==> src/rtl/mux_scan_ctrl.sv <==
// Round-robin scan controller for a 4:1 mux: steps sel over channels 0..3, samples mux_out
// after a configurable dwell and publishes the assembled 4-bit word once per sweep.
module mux_scan_ctrl #(
  parameter int unsigned DWELL = 4,
  parameter int unsigned CNT_W = 8
) (
  input  logic       clk,
  input  logic       rst_n,
  input  logic       start,
  input  logic       cont,
  input  logic       mux_out,
  output logic [1:0] sel,
  output logic [3:0] sample,
  output logic       valid,
  output logic       busy,
  output logic [7:0] sweeps
);

  if ((DWELL < 1) || (DWELL > 255)) begin : g_bad_dwell
    $error("mux_scan_ctrl: DWELL must be in 1..255");
  end
  if ((CNT_W < 32) && ((64'(1) << CNT_W) <= 64'(DWELL))) begin : g_bad_cnt_w
    $error("mux_scan_ctrl: CNT_W too narrow for DWELL");
  end

  localparam logic [CNT_W-1:0] CntLast = CNT_W'(DWELL - 1);

  typedef enum logic [0:0] {
    StIdle,
    StScan
  } state_e;

  state_e           state_q, state_d;
  logic [CNT_W-1:0] cnt_q, cnt_d;
  logic [1:0]       sel_q, sel_d;
  logic [2:0]       shadow_q, shadow_d;
  logic [3:0]       sample_q, sample_d;
  logic             valid_q, valid_d;
  logic [7:0]       sweeps_q, sweeps_d;
  logic             capture;

  assign capture = (cnt_q == CntLast);

  always_comb begin
    state_d  = state_q;
    cnt_d    = cnt_q;
    sel_d    = sel_q;
    shadow_d = shadow_q;
    sample_d = sample_q;
    valid_d  = 1'b0;
    sweeps_d = sweeps_q;

    unique case (state_q)
      StIdle: begin
        sel_d = 2'd0;
        cnt_d = '0;
        if (start) begin
          state_d = StScan;
        end
      end
      StScan: begin
        if (!capture) begin
          cnt_d = cnt_q + 1'b1;
        end else begin
          cnt_d = '0;
          unique case (sel_q)
            2'd0: shadow_d[0] = mux_out;
            2'd1: shadow_d[1] = mux_out;
            2'd2: shadow_d[2] = mux_out;
            2'd3: begin
              // Last channel goes straight into the published word, no shadow stage.
              sample_d = {mux_out, shadow_q};
              valid_d  = 1'b1;
              sweeps_d = sweeps_q + 8'd1;
            end
            default: ;
          endcase
          if (sel_q != 2'd3) begin
            sel_d = sel_q + 2'd1;
          end else begin
            sel_d = 2'd0;
            if (!cont) begin
              state_d = StIdle;
            end
          end
        end
      end
      default: state_d = StIdle;
    endcase
  end

  always_ff @(posedge clk or negedge rst_n) begin
    if (!rst_n) begin
      state_q  <= StIdle;
      cnt_q    <= '0;
      sel_q    <= 2'd0;
      shadow_q <= 3'd0;
      sample_q <= 4'd0;
      valid_q  <= 1'b0;
      sweeps_q <= 8'd0;
    end else begin
      state_q  <= state_d;
      cnt_q    <= cnt_d;
      sel_q    <= sel_d;
      shadow_q <= shadow_d;
      sample_q <= sample_d;
      valid_q  <= valid_d;
      sweeps_q <= sweeps_d;
    end
  end

  assign sel    = sel_q;
  assign sample = sample_q;
  assign valid  = valid_q;
  assign busy   = (state_q == StScan);
  assign sweeps = sweeps_q;

endmodule

==> config.mk <==
export PLATFORM = sky130hd
export DESIGN_NAME = mux_scan_ctrl
export DESIGN_NICKNAME = d
export VERILOG_FILES = /design/src/rtl/mux_scan_ctrl.sv
export SDC_FILE = /design/constraint.sdc
export NUM_CORES = 1
export LEC_CHECK = 0
export ABC_CLOCK_PERIOD_IN_PS = 2050
export CAP_MARGIN = 10
export CORE_UTILIZATION = 30
export CTS_CLUSTER_SIZE = 14
export DETAILED_ROUTE_END_ITERATION = 6
export GPL_TIMING_DRIVEN = 0
export PLACE_DENSITY = 0.6
export SLEW_MARGIN = 20
export SYNTH_ARGS = -nofsm -noshare
export SYNTH_HDL_FRONTEND = slang
export SYNTH_SLANG_ARGS = --single-unit
==> constraint.sdc <==
create_clock -name clk -period 2.05 [get_ports clk]
set_input_delay 0.3075 -clock clk [delete_from_list [all_inputs] [get_ports clk]]
set_output_delay 0.3075 -clock clk [all_outputs]
set_load 0.02 [all_outputs]
Yosys cells after proc, flatten, opt, wreduce, memory -nomap -nowiden
Cells that the tools add are included.

Input port bits: 5. Register bits: 27. Output and inout bits: 16. Logic and storage cells: 37.

Reductions and logical operators: 5. Bitwise gates (word level): 1. Muxes and demuxes: 13. $add $sub $neg: 3. Equal/unequal tests: 6.

Operators with widths (count): 8-bit by 1-bit adder with 8-bit output (second input constant) (2); 8-bit case mux with 2 select lines (1); 3-bit AND reduction (4); 8-bit by 2-bit == test with 1-bit output (second input constant) (1); 8-bit 2-to-1 mux (1); 1-bit 2-to-1 mux (7); 2-bit == test (second input constant) (2); 2-bit 2-to-1 mux (2); 2-bit case mux with 2 select lines (1); 2-bit by 1-bit adder with 2-bit output (second input constant) (1); 2-bit by 1-bit == test with 1-bit output (second input constant) (1); 2-bit zero test (1); 2-bit by 1-bit != test with 1-bit output (second input constant) (1); 2-bit != test (second input constant) (1); 1-bit case mux with 2 select lines (1); 1-bit inverter (1).

Logic depth before layout (Yosys ltp)
Gate-level depths: netlist of the first run.

Depth after elaboration: 4. Mapped depth: 5. Mapped depth without buffers: 4.

Worst setup path before layout of the first run
No wires, ideal clock.

Kind: reg2reg. From: register cnt_q[0]. To: register cnt_q[2]. Slack: 375 ps. Cell stages (with the launch flop): 5. Period minus slack after synthesis: 1675 ps. Library setup time: 140 ps. Data arrival time: 1534 ps. Required time: 1910 ps. Buffers on the path: 0. Cells stage by stage: dfrtp_1 ha_1 or3b_2 o21ai_0 nor2_1.

Cells in the longest elaborated chain, start to end: 3. Elaborated cells on any way between the ends: 4.

Ends and longest elaborated chain: from (decl) (line 34) `logic [CNT_W-1:0] cnt_q, cnt_d;`; from (signal assigned) (line 103) `cnt_q <= cnt_d;`; 8-bit by 1-bit adder with 8-bit output or 8-bit by 2-bit == test with 1-bit output (tied branches) (line 63, 42); 8-bit 2-to-1 mux (*) (line 62) `if (!capture) begin`; 8-bit case mux with 2 select lines (*) (line 53) `unique case (state_q)`; named net cnt_d[2] (line 34).

Mark *: on every way through the listed nets, which the timed path passes. The rest lies on a longest branch. A chain may end at the register's enable or synchronous reset.

Final worst setup path of the first run
From: register cnt_q[0]. To: register sample_q[0] (netlist: sample[0]).

Cells in the longest elaborated chain, start to end: 2.

Ends and longest elaborated chain: 8-bit by 2-bit == test with 1-bit output (line 42) `assign capture = (cnt_q == CntLast);`; 3-bit AND reduction (no source line); to (signal assigned) (line 106) `sample_q <= sample_d;`; to (decl) (line 37) `logic [3:0] sample_q, sample_d;`.

Every way passes these cells.

==> results.json, run 1 <==
{
  "outcome": "finished with violations",
  "violations": "design-rule violations",
  "synth.avg_cell_area_um2": 11.6,
  "rows": 23,
  "htreeDepth": 1,
  "drtIter0Drc": 54,
  "final_antenna_net_count": 0,
  "antenna_found_initial": 0,
  "ys_async_sr_fraction": 1.00,
  "yosysWarnings": 0,
  "slew_headroom": 0.601,
  "yosys-top-cells-area": "dfrtp_1, mux2_2, ha_1, xnor2_1, nand3_1",
  "cts_setup_buffers": 0,
  "coreArea_um2": 4000,
  "cp_slowest_cell": "dfrtp_1",
  "numCtsBuffers": 3,
  "cts_tree": "done",
  "port-buffer-count": 20,
  "synthToLayoutAreaGrowth_pct": 24.2,
  "initial_core_util": 0.314,
  "synth_fp_nets": 120,
  "yosysUniqueCellTypes": 24,
  "finalSetupViolCount": 0,
  "die_h_um": 66.7,
  "path_cells": "ha_1 > nor4bb_1 > buf_2 > nand3_1 > mux2_2",
  "cts_hold_buffers": 0,
  "max_freq_mhz": 525,
  "grt_max_degree": 28,
  "place_congestion": 0.814,
  "critPathArrivalTime_ns": 2.06,
  "drtPass1Iterations": 6,
  "dp_slack_ns": 0.0918,
  "diodes": 0,
  "clk_path_buf_depth": 2,
  "rsz0062_at_grt": "true",
  "ff2ff_path_depth": 5,
  "yosys.area.top_type": "dfrtp_1",
  "dieArea_um2": 4450,
  "synth_area_um2": 1260,
  "grt_pass1_wl_mm": 4.40,
  "cts_root_buf": "clkbuf_8",
  "synth-main-ff-cell": "dfrtp_1",
  "cpPeakStageDelay_ns": 0.41,
  "grt_overflow": 0,
  "grt_pass1_vias": 914,
  "post-route-min-period_ns": 1.90,
  "clk_latency_ns": 0.28,
  "vias": 920,
  "synthDominantCellAreaShare": 0.538,
  "crit_path_end_kind": "flip-flop",
  "finalHoldViolCount": 0,
  "hpwl_mm": 1.76,
  "drive_above_1_share": 0.129,
  "crit_fanout": 10,
  "ys_seq_elements": 27,
  "hold_path_class": "in -> async",
  "cts.clk_slew.worst_paths_ns": 0.10,
  "wl_per_cell_um": 13.5,
  "synthCells": 108,
  "seq_area_frac_synth": 0.538,
  "r2r-start": "cnt_q[0]$_DFF_PN0_",
  "max_cap_viol_count": 0,
  "vias_per_cell": 5.05,
  "setup_tns_ns": 0,
  "nFillCells": 373,
  "required_ns": 2.21,
  "crit_path_start_kind": "flip-flop",
  "final_cell_mix": "dfrtp_1, clkdlybuf4s50_1, nand3_1, xnor2_1, mux2_2",
  "ir_drop_mv": 0.499,
  "rrSetupSlack_ns": 0.15,
  "cellLeakagePower_nw": 0.674,
  "powerDensity_nw_per_um2": 1180,
  "finalMaxSlewViolations": 0,
  "fin_skew_ns": 0.0113,
  "wl_mm": 2.47,
  "synth-edff-count": 0,
  "final_nets": 145,
  "fin_ws_ns": 0.147,
  "multi_input_area_um2": 556,
  "num_io_pins": 21,
  "clock_sinks": 27,
  "final_common_cell": "dfrtp_1",
  "die_w_um": 66.7,
  "hold_ws_ns": 0.0167,
  "min_period_over_period": 0.928,
  "critPathKind": "reg -> reg",
  "post_cts_resized": 0,
  "drcViolationCount": 2,
  "worst_pin_slew_ns": 0.599,
  "r2r_end": "sample[0]$_DFFE_PN0P_",
  "final-seq-area_um2": 676,
  "grt_usage": 0.132
}
[flip-flops by register name, indices dropped and copies added, names as in the netlist]
register,flops
sel,2
cnt_q,8
busy,1
sample,4
shadow_q,3
valid,1
sweeps,8
[power breakdown]
part | internal, mW | switching, mW
clock network | 0.136 | 0.174
registers | 0.684 | 0.150
logic | 0.336 | 0.363
[metal layers]
metal	global-route usage	vias up	share of wire
met1	0.164	462	0.45
met3	0.0377	4	0.045
li1	-	434	-
met5	0	-	0
met2	0.222	20	0.49
met4	0.0319	0	0.0089
[how the worst max path moves through the flow]
stage	to	cells past startpoint	start	slack (ns)
2_1_floorplan	cnt_q[2]$_DFF_PN0_	4	cnt_q[0]$_DFF_PN0_	0.38
3_3_place_gp	cnt_q[4]$_DFF_PN0_	4	cnt_q[0]$_DFF_PN0_	0.12
3_5_place_dp	cnt_q[3]$_DFF_PN0_	4	cnt_q[0]$_DFF_PN0_	0.09
4_1_cts	cnt_q[3]$_DFF_PN0_	4	cnt_q[0]$_DFF_PN0_	0.07
5_1_grt	sample[0]$_DFFE_PN0P_	5	cnt_q[0]$_DFF_PN0_	-0.03
6_report	sample[0]$_DFFE_PN0P_	5	cnt_q[0]$_DFF_PN0_	0.15
[final cells by class]
type / instances / share of cell area
tap: 50 / 0.0401
clock buffer: 3 / 0.0265
timing repair buffer: 20 / 0.125
multi-input combinational: 75 / 0.356
clock inverter: 1 / 0.00321
buffer: 2 / 0.00642
sequential: 27 / 0.433
inverter: 4 / 0.00962
[per-stage QoR]
step                      utilization  instances  area (µm²)  power [mW]
after floorplan                     -        108        1260        1.28
after global placement          0.380        178        1520        1.52
after detailed placement        0.378        178        1510        1.55
after CTS                       0.390        182        1560        1.86
after global routing            0.390        182        1560        1.98
final                           0.390        182        1560        1.84
[kinds of logic (layout without fill, tap and decap cells)]
family	Yosys count	in the layout	synth area share
adder cells (fa/ha/maj)	7	7	0.0697
XOR/XNOR	10	10	0.0697
buffers and inverters	6	30	0.0199
AO/OA/AOI/OAI	12	12	0.0518
flip-flops	27	27	0.538
AND/OR/NAND/NOR	38	38	0.179
multiplexers	8	8	0.0717
[synth_stat cells (2+ instances only)]
master   number
nand4_1       6
xnor2_1       9
a21oi_1       5
dfrtp_1      27
nand3_1       9
or3_1         3
and4_1        2
inv_1         4
buf_2         2
and3_1        3
nand2_1       3
o21ai_0       6
mux2_2        8
ha_1          7
nor2_1        5
[worst max-delay path: cells and delay by family (launching register included)]
family	cells	cell delay (ns)
buffers and inverters	1	0.25
and+or+nand+nor	2	0.51
muxes	1	0.38
adders and majority gates	1	0.24
DFF	1	0.41
No activity file was read; power rests on OpenSTA's default activity.
==> run 2: changes to the inputs <==
HOLD_SLACK_MARGIN = 0.05   (was default)
==> results.json, run 2 (same netlist as run 1, synthesis figures left out) <==
{
  "placed_area_um2": 1510,
  "finalMaxSlewViolations": 0,
  "cts_root_buf": "clkbuf_8",
  "die_w_um": 66.7,
  "required_ns": 2.21,
  "cp_slowest_cell": "dfrtp_1",
  "slew_headroom": 0.600,
  "rsz0062_at_grt": "true",
  "coreArea_um2": 4000,
  "min_period_over_period": 0.927,
  "rows": 23,
  "hold_path_class": "reg -> reg",
  "cellLeakagePower_nw": 0.678,
  "grt_pass1_vias": 915,
  "cpPeakStageDelay_ns": 0.41,
  "drive_above_1_share": 0.128,
  "vias": 922,
  "die_h_um": 66.7,
  "fin_skew_ns": 0.0116,
  "max_cap_viol_count": 0,
  "diodes": 0,
  "htreeDepth": 1,
  "port-buffer-count": 20,
  "post-route-min-period_ns": 1.90,
  "clock_sinks": 27,
  "finalHoldViolCount": 0,
  "crit_path_end_kind": "flip-flop",
  "drtPass1Iterations": 4,
  "place_congestion": 0.814,
  "final_nets": 146,
  "crit_fanout": 10,
  "worst_pin_slew_ns": 0.601,
  "cts.clk_slew.worst_paths_ns": 0.10,
  "total_power_mw": 1.85,
  "num_io_pins": 21,
  "dp_slack_ns": 0.0918,
  "ir_drop_mv": 0.499,
  "final_common_cell": "dfrtp_1",
  "utilization": 0.393,
  "outcome": "completed",
  "grt_usage": 0.132,
  "max_freq_mhz": 526,
  "clk_path_buf_depth": 2,
  "cts_setup_buffers": 0,
  "wl_mm": 2.47,
  "clk_latency_ns": 0.28,
  "hold_ws_ns": 0.478,
  "drcViolationCount": 0,
  "finalSetupViolCount": 0,
  "cts_tree": "done",
  "drtIter0Drc": 44,
  "vias_per_cell": 5.04,
  "hpwl_mm": 1.76,
  "dieArea_um2": 4450,
  "wl_per_cell_um": 13.5,
  "final_antenna_net_count": 0,
  "antenna_found_initial": 0,
  "critPathArrivalTime_ns": 2.06,
  "crit_path_start_kind": "flip-flop",
  "grt_overflow": 0,
  "numCtsBuffers": 3,
  "final_cell_mix": "dfrtp_1, clkdlybuf4s50_1, nand3_1, xnor2_1, mux2_2",
  "fin_ws_ns": 0.150,
  "powerDensity_nw_per_um2": 1180,
  "synthToLayoutAreaGrowth_pct": 25.0,
  "initial_core_util": 0.314,
  "final_area_um2": 1570,
  "critPathKind": "reg -> reg",
  "grt_max_degree": 28,
  "path_cells": "ha_1 > nor4bb_1 > buf_2 > nand3_1 > mux2_2",
  "grt_pass1_wl_mm": 4.40
}
run 2: area by class of cell:
type,count,area [µm²]
Fill cell,372,2430
Sequential cell,27,676
Multi-Input combinational cell,75,556
Timing Repair Buffer,21,205
Tap cell,50,62.6
Clock buffer,3,41.3
Inverter,4,15.0
Buffer,2,10.0
Clock inverter,1,5.00
run 2: stage by stage:
| stage | TNS, ns | cells |
|---|---|---|
| global placement | 0 | 178 |
| detailed placement | 0 | 178 |
| floorplan | 0 | 108 |
| finish | 0 | 183 |
| CTS | 0 | 183 |
| global route | -0.0847 | 183 |
run 2: path summary, 6_finish.rpt:
check / start / endpoint / slack, ns / cells after the start
min: sweeps[7]$_DFFE_PN0P_ / sweeps[7]$_DFFE_PN0P_ / 0.48 / 1
max: cnt_q[0]$_DFF_PN0_ / sample[0]$_DFFE_PN0P_ / 0.15 / 5
min in group asynchronous: rst_n / sample[2]$_DFFE_PN0P_ / 0.56 / 2
max in group asynchronous: rst_n / valid$_DFF_PN0_ / 1.08 / 2
max reg2reg: cnt_q[0]$_DFF_PN0_ / sample[0]$_DFFE_PN0P_ / 0.15 / 5
min reg2reg: sweeps[7]$_DFFE_PN0P_ / sweeps[7]$_DFFE_PN0P_ / 0.48 / 1
run 2: per-layer routing:
layer | global-route usage | vias to the layer above | share of wire
li1 | - | 436 | -
met1 | 0.164 | 463 | 0.45
met2 | 0.222 | 19 | 0.49
met3 | 0.0377 | 4 | 0.046
met4 | 0.0319 | 0 | 0.0089
met5 | 0 | - | 0
run 2: what timing repair did:
action	4_1_cts	5_1_grt
endpoints found under the hold margin	12	0
setup endpoints to repair	0	11
gates resized for setup	0	1
hold buffers	1	0
run 2: worst max-delay path: cells and delay by family (launching register included):
| family | cells | cell delay (ns) |
|---|---|---|
| adders and majority gates | 1 | 0.24 |
| and+or+nand+nor | 2 | 0.51 |
| muxes | 1 | 0.38 |
| buffers and inverters | 1 | 0.25 |
| DFF | 1 | 0.41 |
run 2: power by group:
group	total (mW)	switching, mW	internal (mW)
Combinational	0.700	0.363	0.337
Clock	0.311	0.175	0.137
Sequential	0.834	0.151	0.684
Total	1.85	0.689	1.16
==> run 3: changes to the inputs <==
==> constraint.sdc (replaced) <==
create_clock -name clk -period 2.05 [get_ports clk]
set_input_delay 0.5125 -clock clk [delete_from_list [all_inputs] [get_ports clk]]
set_output_delay 0.5125 -clock clk [all_outputs]
set_load 0.02 [all_outputs]
==> results of run 3 <==
The final DEF is identical to that of run 1. Status: finished with violations: design-rule violations.
Main changes from that run: setup slack after layout 0.147 ns -> 0.145 ns; hold slack 0.0167 ns -> 0.222 ns; start point of the critical path cnt_q[0]$_DFF_PN0_ -> busy$_DFF_PN0_; end point of the critical path sample[0]$_DFFE_PN0P_ -> busy
